<file path="config.mk">
export PLATFORM = sky130hd
export DESIGN_NAME = pwm_capture
export DESIGN_NICKNAME = d
export VERILOG_FILES = /design/src/rtl/pwm_capture.sv
export SDC_FILE = /design/constraint.sdc
export NUM_CORES = 1
export LEC_CHECK = 0
export BUFFER_PORTS_ARGS = -buffer_cell sky130_fd_sc_hd__buf_4
export CAP_MARGIN = 30
export CORE_UTILIZATION = 63
export CTS_CLUSTER_DIAMETER = 50
export CTS_CLUSTER_SIZE = 24
export DETAILED_ROUTE_END_ITERATION = 16
export GPL_ROUTABILITY_DRIVEN = 0
export PLACE_DENSITY = 0.8
export SETUP_SLACK_MARGIN = 0.3
export SLEW_MARGIN = 20
export SYNTH_ARGS = -nofsm -noshare
export SYNTH_HDL_FRONTEND = slang
export SYNTH_SLANG_ARGS = --single-unit
</file>
<file path="constraint.sdc">
create_clock -name i_clk -period 6.9 [get_ports i_clk]
set_input_delay 0.69 -clock i_clk [delete_from_list [all_inputs] [get_ports i_clk]]
set_output_delay 0.69 -clock i_clk [all_outputs]
set_load 0.02 [all_outputs]
</file>
<file path="src/rtl/pwm_capture.sv">
// PWM burst measurement: period/high time per pulse, pulse count per burst,
// burst end detected by an idle timeout on the synchronised line.
module pwm_capture #(
    parameter int CNT_W       = 32,
    parameter int TIMES_W     = 16,
    parameter int TIMEOUT_CYC = 1000
) (
    input  logic               i_clk,
    input  logic               i_rst_n,
    input  logic               i_en,
    input  logic               i_pwm,
    output logic [CNT_W-1:0]   o_period,
    output logic [CNT_W-1:0]   o_high,
    output logic               o_meas_vld,
    output logic [TIMES_W-1:0] o_times,
    output logic               o_done,
    output logic               o_busy,
    output logic               o_ovf
);

    typedef enum logic [1:0] {
        IDLE,
        ARMED,
        MEAS
    } state_t;

    localparam logic [CNT_W-1:0]   CNT_MAX  = '1;
    localparam logic [TIMES_W-1:0] PUL_MAX  = '1;
    localparam logic [CNT_W-1:0]   IDLE_END = CNT_W'(TIMEOUT_CYC - 1);

    logic s1;
    logic s2;
    logic s3;
    logic rise;
    logic fall;

    state_t             state;
    logic [CNT_W-1:0]   cnt;
    logic [CNT_W-1:0]   high_tmp;
    logic [CNT_W-1:0]   idle;
    logic [TIMES_W-1:0] pulses;

    always_ff @(posedge i_clk) begin
        if (!i_rst_n) begin
            s1 <= 1'b0;
            s2 <= 1'b0;
            s3 <= 1'b0;
        end else begin
            s1 <= i_pwm;
            s2 <= s1;
            s3 <= s2;
        end
    end

    assign rise = s2 & ~s3;
    assign fall = ~s2 & s3;

    always_ff @(posedge i_clk) begin
        if (!i_rst_n) begin
            state      <= IDLE;
            cnt        <= '0;
            high_tmp   <= '0;
            idle       <= '0;
            pulses     <= '0;
            o_period   <= '0;
            o_high     <= '0;
            o_meas_vld <= 1'b0;
            o_times    <= '0;
            o_done     <= 1'b0;
            o_busy     <= 1'b0;
            o_ovf      <= 1'b0;
        end else begin
            o_meas_vld <= 1'b0;
            o_done     <= 1'b0;
            if (!i_en) begin
                state  <= IDLE;
                o_busy <= 1'b0;
            end else begin
                case (state)
                    IDLE: begin
                        state <= ARMED;
                        o_ovf <= 1'b0;
                    end
                    ARMED: begin
                        if (rise) begin
                            state  <= MEAS;
                            cnt    <= CNT_W'(1);
                            pulses <= TIMES_W'(1);
                            idle   <= '0;
                            o_busy <= 1'b1;
                        end
                    end
                    MEAS: begin
                        if (cnt == CNT_MAX) o_ovf <= 1'b1;
                        else                cnt   <= cnt + 1'b1;
                        if (rise) begin
                            o_period   <= cnt;
                            o_high     <= high_tmp;
                            o_meas_vld <= 1'b1;
                            cnt        <= CNT_W'(1);
                            if (pulses == PUL_MAX) o_ovf  <= 1'b1;
                            else                   pulses <= pulses + 1'b1;
                        end
                        if (fall) high_tmp <= cnt;
                        // an edge coinciding with the timeout keeps the burst alive
                        if (rise | fall) begin
                            idle <= '0;
                        end else if (idle == IDLE_END) begin
                            o_times <= pulses;
                            o_done  <= 1'b1;
                            o_busy  <= 1'b0;
                            state   <= ARMED;
                        end else begin
                            idle <= idle + 1'b1;
                        end
                    end
                    default: state <= IDLE;
                endcase
            end
        end
    end

endmodule

</file>
==> summary by stage <==
Clock network
Clock tree synthesis selected as its root buffer the cell sky130_fd_sc_hd__clkbuf_16. The clock-pin slew reported for the worst setup and hold paths after clock tree synthesis is 0.08 ns. The number of levels in the clock H-tree is 1. The TritonCTS buffer count is 18. The tree built by TritonCTS fans out to 201 sinks. The buffer levels on the longest clock path is 3.

The count of hold-fix buffers inserted at cts is 0. The number of instances resized during post-cts repair is 0. At the later pin of the worst-skew pair, clock insertion delay measures 0.49 ns. The number of setup buffers added after CTS is 0. TritonCTS built the clock tree.

Layout
Compared with the post-synthesis result, the final layout area differs by 15.3%. The post-route netlist has 13.5% of its cells at a drive strength greater than 1. The net count reported at finish is 1134. The fraction of the core area covered by cells at the end of the flow is 74.3%. The number of antenna diodes is 0.

Yosys
The cell accounting for the most synthesized area is sky130_fd_sc_hd__dfxtp_1. The number of warning messages in the yosys log is 0. In the synthesized netlist, the number of instances is 1082. Among all flip-flop cells after synthesis, the most frequent one is sky130_fd_sc_hd__dfxtp_1.

By area the synthesized netlist is led by sky130_fd_sc_hd__dfxtp_1 (47%), sky130_fd_sc_hd__nand2_1 (11%), sky130_fd_sc_hd__a21oi_1 (9.0%). The post-synthesis async set-or-reset flop share is 0%. The portion of synthesized cell area occupied by the leading cell type is 47.1%.

Synthesis inferred 201 register bits. Yosys mapped the design onto 60 distinct sky130hd cell types. The area of the mapped netlist is 8540 µm². The synthesized netlist net count is 1091. The number of enable-type register cells in the synthesized netlist is 0.

The average instance in the mapped netlist occupies 7.89 µm². For this run, the register share of the synthesized area comes to 47.1%.

Placed design
Port buffering added 87 buffers. Detailed placement ended at an HPWL of 13200 µm. Prior to clock tree synthesis, the placed netlist has a worst setup slack of 3.23 ns.

Power and ir drop
The static leakage power is 0.00332 µW. For this design the ratio of total power to cell area is 230 nW/µm². The highest ir drop seen on vdd is 0.239 mV.

Global routing
The number of antenna violations at the first check in global routing is 0. The via count of the first global-routing pass was 7056. Entering global routing, the biggest net connects 73 pins. The wire length of the first global-routing pass is 33500 µm. The aggregate global routing overflow is 0. Global routing consumed, over all layers together, 28.5% of the routing resources.

Timing
The setup TNS is 0 ns. Setup repair after global routing left no endpoint under its margin. Once routing completed, OpenROAD measured the worst setup slack at 3.50 ns. The count of endpoints failing setup in the final report is 0. The share of the clock period used by the worst path is 49.3%. The number of pins with negative max-slew slack in the final report is 0. The number of hold violations in the final report was 0. Between clock sinks in the finished design, the worst skew comes to 0.0229 ns. The relative slew slack is 41.5%. The smallest clock period supported by the final layout is computed as 3.40 ns.

The transition time at the pin with the least slew margin is 0.876 ns. Based on the critical path, the design can be clocked at up to 0.294 GHz.

Floorplanning
The overall die width is 118 µm. The chip height is 118 µm. After floorplanning, the core was divided into 42 placement rows.

The initial utilization of the core area, before any placement, comes to 64.5%. 88 I/O pins were placed. In this run the standard cell core region covers 13200 µm². The die area is 14000 µm².

Detailed routing
The wire length after detailed routing is 20100 µm. Once detail routing completed, the nets flagged for antenna violations numbered 0. For this block, the via count after detailed routing is 7826. The number of optimization iterations in the first detailed-route pass is 4. The residual DRC count is 0. For this block, the initial DRC count from the detailed router was 551. The via count normalized by instance count is 5.96. Dividing the detail-routed wire length by the instance count gives 15.3 µm.

Worst setup path
In this run the register-to-register setup slack is 3.50 ns. The worst setup path is captured at a flop. The cell repeated most along the worst path is sky130_fd_sc_hd__nand2_1. The worst setup path is launched from a flop. The largest incremental delay on the critical path is 0.77 ns. The arrival time reported for the critical path endpoint is 3.74 ns.

The worst register-to-register path has a depth of 6. Traced cell by cell, the critical path runs through nor2b_1 -> nand2_1 -> nor2_2 -> nand2_1 -> nand2_1 -> a21oi_1. Among all stages on the critical path, the largest delay is contributed by sky130_fd_sc_hd__nor2_2. The reg-to-reg critical path endpoint is o_times[14]. At the worst endpoint, the required time is 7.24 ns.

The startpoint of the worst register-to-register path is state[1]. The highest fanout seen on the critical path is 24. The worst setup path is of the flop to flop kind.

Hold path
The worst hold path passes through 2 cells. The origin of the worst min-delay path is i_pwm. In this run the worst hold path is classified as input pin to flop. The end point of the worst hold path is s1.

Run
Across the run, the number of max-cap violations was 0.

Status
The flow ran to the end, and the final reports show no timing, DRC or antenna violations.
==> power by group <==
group / internal (µW) / switching (µW) / leakage, µW
sequential: 1160 / 2.10 / 0.00162
combinational: 7.39 / 29.2 / 0.00139
clock: 565 / 502 / 0.000316
==> layer usage <==
layer  vias to the layer above  global-route usage (%)  share of wire (%)  routed length (µm)
li1                       3838                       -                  -                   -
met1                      3694                    36.7                 43                8550
met4                         0                    10.0                2.2                 438
met5                         -                       0                  0                   0
met2                       249                    49.1                 50                9960
met3                        45                    3.47                5.7                1140
==> logic make-up after synthesis <==
logic type	synth area share, %
flops	47.1
fa+ha+maj	0.733
xor+xnor	3.69
compound gates	15.6
simple gates	28.4
buf+inv	4.29
mux	0.117
==> cell type report <==
cell class,instances,area [µm²]
tap,176,220
clock buffer,22,507
clock inverter,10,141
multi-input combinational,795,4170
timing repair buffer,96,728
sequential,201,4020
inverter,13,51.3
fill,1043,3400
==> metrics by stage <==
step	std cells	cell area, µm²	hold slack, ns	power [µW]
3_3_place_gp	1280	9180	0.420	1220
6_report	1313	9840	0.410	2270
3_5_place_dp	1281	9190	0.444	1230
2_1_floorplan	1082	8540	0.412	1220
4_1_cts	1313	9840	0.401	2280
5_1_grt	1313	9840	0.416	2330
==> Yosys cell counts (3+ instances only) <==
library cell / instances
sky130_fd_sc_hd__nor4_2: 3
sky130_fd_sc_hd__nor2_1: 74
sky130_fd_sc_hd__xor2_1: 8
sky130_fd_sc_hd__o21ai_0: 32
sky130_fd_sc_hd__nor3_1: 17
sky130_fd_sc_hd__nand3_1: 55
sky130_fd_sc_hd__nand4_1: 29
sky130_fd_sc_hd__o32ai_1: 5
sky130_fd_sc_hd__or3_1: 12
sky130_fd_sc_hd__and2_1: 12
sky130_fd_sc_hd__a2111oi_0: 3
sky130_fd_sc_hd__buf_1: 4
sky130_fd_sc_hd__o21a_1: 3
sky130_fd_sc_hd__nor2b_1: 3
sky130_fd_sc_hd__o31ai_1: 5
sky130_fd_sc_hd__and4_1: 5
sky130_fd_sc_hd__and3_1: 8
sky130_fd_sc_hd__o221a_2: 3
sky130_fd_sc_hd__a41oi_1: 3
sky130_fd_sc_hd__ha_1: 5
sky130_fd_sc_hd__xnor2_1: 28
sky130_fd_sc_hd__or2_2: 7
sky130_fd_sc_hd__o211ai_1: 6
sky130_fd_sc_hd__a21oi_1: 154
sky130_fd_sc_hd__buf_4: 4
sky130_fd_sc_hd__or4_1: 4
sky130_fd_sc_hd__nor4_1: 18
sky130_fd_sc_hd__dfxtp_1: 201
sky130_fd_sc_hd__nand2b_1: 4
sky130_fd_sc_hd__inv_1: 13
sky130_fd_sc_hd__a31oi_1: 5
sky130_fd_sc_hd__clkbuf_1: 59
sky130_fd_sc_hd__nand2_1: 252
sky130_fd_sc_hd__nor4b_1: 5
==> worst max-delay path by stage <==
| stage | start | end | slack (ns) | cells past startpoint |
|---|---|---|---|---|
| floorplan | cnt[0] | cnt[11] | 4.62 | 9 |
| finish | state[1] | o_times[14] | 3.50 | 6 |
| CTS | state[1] | o_times[9] | 3.14 | 6 |
| detailed placement | state[1] | o_times[9] | 3.23 | 6 |
| global placement | state[1] | o_times[5] | 3.42 | 6 |
| global route | state[1] | o_times[5] | 3.13 | 6 |
==> registers in the layout, indices dropped and copies added (netlist names) <==
name,flops
cnt,32
high_tmp,32
idle,32
o_high,32
o_period,32
o_times,16
pulses,16
state,2
o_busy,1
o_done,1
o_meas_vld,1
o_ovf,1
s1,1
s2,1
s3,1
==> worst max-delay path: cells and delay by family (launching register included) <==
family / cells / cell delay, ns
AOI/OAI and AO/OA: 1 / 0.08
DFF: 1 / 0.52
and+or+nand+nor: 5 / 2.65
==> placed cells by master, fill, tap and decap left out, types with 3 or more instances in the layout <==
master / synthesis / final
sky130_fd_sc_hd__a31oi_1: 5 / 5
sky130_fd_sc_hd__nand3_1: 55 / 55
sky130_fd_sc_hd__ha_1: 5 / 5
sky130_fd_sc_hd__and3_1: 8 / 8
sky130_fd_sc_hd__o21ai_0: 32 / 32
sky130_fd_sc_hd__and4_1: 5 / 5
sky130_fd_sc_hd__a41oi_1: 3 / 3
sky130_fd_sc_hd__a21oi_1: 154 / 154
sky130_fd_sc_hd__nand4_1: 29 / 29
sky130_fd_sc_hd__a2111oi_0: 3 / 3
sky130_fd_sc_hd__xor2_1: 8 / 8
sky130_fd_sc_hd__inv_1: 13 / 12
sky130_fd_sc_hd__o21a_1: 3 / 3
sky130_fd_sc_hd__nor2_1: 74 / 72
sky130_fd_sc_hd__and2_1: 12 / 12
sky130_fd_sc_hd__clkinv_8: 0 / 3
sky130_fd_sc_hd__o31ai_1: 5 / 5
sky130_fd_sc_hd__or3_1: 12 / 12
sky130_fd_sc_hd__nor2b_1: 3 / 3
sky130_fd_sc_hd__o32ai_1: 5 / 5
sky130_fd_sc_hd__nor4_1: 18 / 18
sky130_fd_sc_hd__nor3_1: 17 / 16
sky130_fd_sc_hd__clkbuf_16: 0 / 19
sky130_fd_sc_hd__nor4_2: 3 / 3
sky130_fd_sc_hd__nor4b_1: 5 / 5
sky130_fd_sc_hd__nand2_1: 252 / 251
sky130_fd_sc_hd__o211ai_1: 6 / 6
sky130_fd_sc_hd__buf_4: 4 / 95
sky130_fd_sc_hd__dfxtp_1: 201 / 201
sky130_fd_sc_hd__nand2b_1: 4 / 4
sky130_fd_sc_hd__xnor2_1: 28 / 28
sky130_fd_sc_hd__o221a_2: 3 / 3
sky130_fd_sc_hd__or2_2: 7 / 7
sky130_fd_sc_hd__or4_1: 4 / 4
Note: power is estimated with default switching activity, not from simulation.
